===== src/rtl/serial_subtractor_pkg.sv =====
// -----------------------------------------------------------------------------
// serial_subtractor_pkg
// Shared types for the bit-serial subtractor.
//   state_t : controller state encoding (IDLE=0, RUN=1, DONE=2)
// -----------------------------------------------------------------------------
package serial_subtractor_pkg;

    typedef enum logic [1:0] {
        IDLE = 2'd0,
        RUN  = 2'd1,
        DONE = 2'd2
    } state_t;

endpackage


===== src/rtl/full_subtractor.sv =====
// -----------------------------------------------------------------------------
// full_subtractor
// Single-bit combinational full subtractor: d = x - y - bin.
// Ports:
//   x    : minuend bit
//   y    : subtrahend bit
//   bin  : borrow in
//   d    : difference bit
//   bout : borrow out
// -----------------------------------------------------------------------------
module full_subtractor (
    input  logic x,
    input  logic y,
    input  logic bin,
    output logic d,
    output logic bout
);

    assign d    = x ^ y ^ bin;
    // Borrow when x < y, or when x == y and a borrow is already pending.
    assign bout = (~x & y) | (~(x ^ y) & bin);

endmodule


===== src/rtl/serial_subtractor.sv =====
// -----------------------------------------------------------------------------
// serial_subtractor
// Bit-serial WIDTH-bit subtractor computing diff = a - b - bin, LSB first,
// one bit per clock through a single full-subtractor cell.
// Ports:
//   clk    : system clock (rising edge)
//   rst_n  : asynchronous active-low reset
//   start  : request, accepted only while ready=1
//   a, b   : operands, sampled on the accept edge
//   bin    : borrow in, sampled on the accept edge
//   ready  : high only in IDLE
//   done   : one-cycle pulse when diff/borrow hold a new result
//   diff   : difference, held from done until the next result
//   borrow : borrow out of the MSB, held like diff
// -----------------------------------------------------------------------------
module serial_subtractor
    import serial_subtractor_pkg::*;
#(
    parameter int WIDTH = 4
) (
    input  logic             clk,
    input  logic             rst_n,
    input  logic             start,
    input  logic [WIDTH-1:0] a,
    input  logic [WIDTH-1:0] b,
    input  logic             bin,
    output logic             ready,
    output logic             done,
    output logic [WIDTH-1:0] diff,
    output logic             borrow
);

    localparam int                CNT_W = $clog2(WIDTH);
    localparam logic [CNT_W-1:0]  LAST  = CNT_W'(WIDTH - 1);

    state_t           r_state;
    state_t           w_next;
    logic [WIDTH-1:0] r_a;
    logic [WIDTH-1:0] r_b;
    logic [WIDTH-1:0] r_res;
    logic [WIDTH-1:0] r_diff;
    logic             r_br;
    logic             r_borrow;
    logic [CNT_W-1:0] r_cnt;
    logic             w_d;
    logic             w_bo;
    logic             w_last;

    assign w_last = (r_cnt == LAST);

    full_subtractor u_cell (
        .x    (r_a[0]),
        .y    (r_b[0]),
        .bin  (r_br),
        .d    (w_d),
        .bout (w_bo)
    );

    always_ff @(posedge clk or negedge rst_n) begin
        if (!rst_n) begin
            r_state <= IDLE;
        end else begin
            r_state <= w_next;
        end
    end

    always_comb begin
        w_next = r_state;
        ready  = 1'b0;
        done   = 1'b0;
        case (r_state)
            IDLE: begin
                ready = 1'b1;
                if (start) begin
                    w_next = RUN;
                end
            end
            RUN: begin
                if (w_last) begin
                    w_next = DONE;
                end
            end
            DONE: begin
                done   = 1'b1;
                w_next = IDLE;
            end
            default: begin
                w_next = IDLE;
            end
        endcase
    end

    always_ff @(posedge clk or negedge rst_n) begin
        if (!rst_n) begin
            r_a      <= '0;
            r_b      <= '0;
            r_res    <= '0;
            r_diff   <= '0;
            r_br     <= 1'b0;
            r_borrow <= 1'b0;
            r_cnt    <= '0;
        end else begin
            case (r_state)
                IDLE: begin
                    if (start) begin
                        r_a   <= a;
                        r_b   <= b;
                        r_br  <= bin;
                        r_cnt <= '0;
                    end
                end
                RUN: begin
                    r_a   <= {1'b0, r_a[WIDTH-1:1]};
                    r_b   <= {1'b0, r_b[WIDTH-1:1]};
                    r_res <= {w_d, r_res[WIDTH-1:1]};
                    r_br  <= w_bo;
                    r_cnt <= r_cnt + CNT_W'(1);
                    // Publish on the last bit so the visible result only
                    // changes together with the DONE transition.
                    if (w_last) begin
                        r_diff   <= {w_d, r_res[WIDTH-1:1]};
                        r_borrow <= w_bo;
                    end
                end
                default: begin
                end
            endcase
        end
    end

    assign diff   = r_diff;
    assign borrow = r_borrow;

endmodule


===== config.mk =====
export PLATFORM = sky130hd
export DESIGN_NAME = serial_subtractor
export DESIGN_NICKNAME = d
export VERILOG_FILES = /design/src/rtl/serial_subtractor_pkg.sv /design/src/rtl/full_subtractor.sv /design/src/rtl/serial_subtractor.sv
export SDC_FILE = /design/constraint.sdc
export NUM_CORES = 1
export LEC_CHECK = 0
export ABC_CLOCK_PERIOD_IN_PS = 1600
export BUFFER_PORTS_ARGS = -buffer_cell sky130_fd_sc_hd__buf_2
export CORE_MARGIN = 2
export CORE_UTILIZATION = 45
export CTS_BUF_LIST = sky130_fd_sc_hd__clkbuf_4
export CTS_CLUSTER_DIAMETER = 40
export DETAILED_ROUTE_END_ITERATION = 6
export PLACE_DENSITY = 0.74
export SKIP_LAST_GASP = 1
export SYNTH_ARGS = -nofsm -noshare
export SYNTH_HDL_FRONTEND = slang
export SYNTH_SLANG_ARGS = --single-unit

===== constraint.sdc =====
create_clock -name clk -period 1.6 [get_ports clk]
set_input_delay 0.08 -clock clk [delete_from_list [all_inputs] [get_ports clk]]
set_output_delay 0.08 -clock clk [all_outputs]
set_load 0.01 [all_outputs]

==> flow_metrics.env <==
export IMPL_synth_seq_area_share_pct=55.8
export IMPL_core_area_um2=1960
export IMPL_routed_via_density=5.38
export IMPL_period_share_pct=86.3
export IMPL_yosysWarnings=0
export IMPL_clk_latency_ns=0.30
export IMPL_chipHeight_um=49.8
export IMPL_drt_wl_total_um=1690
export IMPL_hold_viol_final=0
export IMPL_htree_levels=1
export IMPL_hold_path_class="primary input to flop"
export IMPL_setup_viol=0
export IMPL_avgSynthCellArea_um2=12.7
export IMPL_dp_slack_ns=0.283
export IMPL_antenna_found_initial=0
export IMPL_drc=0
export IMPL_ir_drop_mv=1.01
export IMPL_final_cell_mix="21 x dfrtp_1, 18 x buf_2, 10 x o22ai_1, 5 x inv_1, 5 x a21oi_1"
export IMPL_grt_max_degree=22
export IMPL_power_density_nw_per_um2=2070
export IMPL_wl_per_cell_um=13.9
export IMPL_cts_sinks=21
export IMPL_path_max_fanout=7
export IMPL_setup_tns_ns=0
export IMPL_clk_path_buf_depth=2
export IMPL_p_leak_nw=0.522
export IMPL_dieArea_um2=2480
export IMPL_drtIter0Drc=7
export IMPL_syn_area_um2=942
export IMPL_mostFrequentLayoutCell="dfrtp_1"
export IMPL_gr_total_overflow=0
export IMPL_start_util_pct=48.0
export IMPL_cts_resized=0
export IMPL_final_nets=110
export IMPL_vias=656
export IMPL_dr_pass1_iters=4
export IMPL_portBuffers=18
export IMPL_design_area_um2=1080
export IMPL_worst_pin_slew_ns=0.455
export IMPL_skew_ns=0.00170
export IMPL_whs_ns=0.0271
export IMPL_dp_hpwl_um=1290
export IMPL_timing_fmax_mhz=724
export IMPL_io_pins=19
export IMPL_ys_seq_elements=21
export IMPL_cp_arrival_ns=1.30
export IMPL_worstSetupStartpointType="flop"
export IMPL_cts_tree="yes"
export IMPL_cap_violations=0
export IMPL_worst_slack_ns=0.219
export IMPL_slew_headroom_pct=69.7
export IMPL_crit_path_cell_trace="buf_4 -> nor2_1 -> buf_2"
export IMPL_crit_slowest_cell="dfrtp_1"
export IMPL_num_rows=16
export IMPL_die_w_um=49.8
export IMPL_final_antenna_net_count=0
export IMPL_power_mw=2.25
export IMPL_rsz0062_at_grt="no"
export IMPL_place_congestion=0.757
export IMPL_clockRootBuffer="clkbuf_4"
export IMPL_drive_gt1_share_pct=34.7
export IMPL_path_clk_slew_ns=0.11
export IMPL_cts_buffers=3
export IMPL_end_kind="output pin"
export IMPL_min_period_ns=1.38
export IMPL_synth_nets=88
export IMPL_ys_types=24
export IMPL_place_area_um2=1050
export IMPL_finalMaxSlewViolations=0
export IMPL_critPathRequiredTime_ns=1.52
export IMPL_cpPeakStageDelay_ns=0.46
export IMPL_grtUsageTotal_pct=16.7
export IMPL_num_antenna_cells=0
export IMPL_area_growth_pct=15.0
export IMPL_crit_type="flop to output pin"
export IMPL_status="completed"
export IMPL_grt_pass1_wl_um=3190
export IMPL_syn_inst=74
export IMPL_grt_pass1_vias=719
[cells in the mapped netlist (all sizes together)]
library cell	n	share of area (%)
nand2b	3	2.3
a221oi	1	1.6
a21oi	5	2.7
o22ai	10	6.6
and2	1	0.66
nand3b	1	2.1
buf	3	2.9
o21bai	1	0.80
nand2	2	0.80
a22o	1	0.93
fa	1	2.1
ha	1	1.3
inv	5	2.0
dfrtp	21	56
o32ai	1	0.93
a32o	2	2.1
nor2	3	1.2
or2	1	0.66
mux2	7	9.6
a2bb2oi	2	1.9
o21ai	2	1.1
[power breakdown]
group	switching, mW	internal, mW
registers	0.187	0.791
clock network	0.156	0.0930
logic	0.479	0.540
total	0.822	1.42
[per-layer routing]
layer,vias to the layer above,wire [µm],global-route usage [%]
li1,317,-,-
met1,318,813,22.0
met2,19,801,27.8
met3,2,67,3.64
met4,0,7,4.17
met5,-,0,0
[critical path: cells and delay by family (launching register included)]
family	cells	cell delay [ns]
buffers and inverters	2	0.36
and+or+nand+nor	1	0.18
DFF	1	0.46
[repair_timing]
item,CTS,global route
hold buffers,1,0
endpoints found under the hold margin,21,0
setup buffers,0,0
[state kept, by name (all words and copies together), names as in the netlist]
signal,flops
r_b,4
r_br,1
r_res,3
diff,4
r_cnt,2
r_a,4
r_state,2
borrow,1
[cells by family after synthesis]
family	after synthesis	share of synthesized area, %
AOI/OAI and AO/OA	25	18.6
adders and majority gates	2	3.45
buffers and inverters	8	4.91
DFF	21	55.8
muxes	7	9.56
and+or+nand+nor	11	7.70
[worst paths after layout]
check	start	to	slack, ns	cells past startpoint
max	r_state[0]	ready	0.22	3
min	a[3]	r_a[3]	0.03	2
max reg2reg	r_b[0]	r_res[3]	0.27	3
min reg2reg	borrow	borrow	0.50	2
max in group asynchronous	rst_n	r_a[0]	1.03	2
min in group asynchronous	rst_n	diff[1]	0.25	2
[layout make-up]
| cell class | count | area [µm²] |
|---|---|---|
| clock buffers | 3 | 22.5 |
| clock inverters | 1 | 5.00 |
| fillers | 191 | 878 |
| inverters | 5 | 18.8 |
| multi-input cells | 45 | 370 |
| flip-flops and latches | 21 | 526 |
| well taps | 27 | 33.8 |
| repair buffers | 20 | 108 |
[per-stage QoR]
stage                     std cells  util, %
after floorplan                  74        -
after CTS                       122     55.2
final                           122     55.2
after global routing            122     55.2
after global placement          117     53.3
after detailed placement        117     53.3
Power figures use the tool's default switching activity.
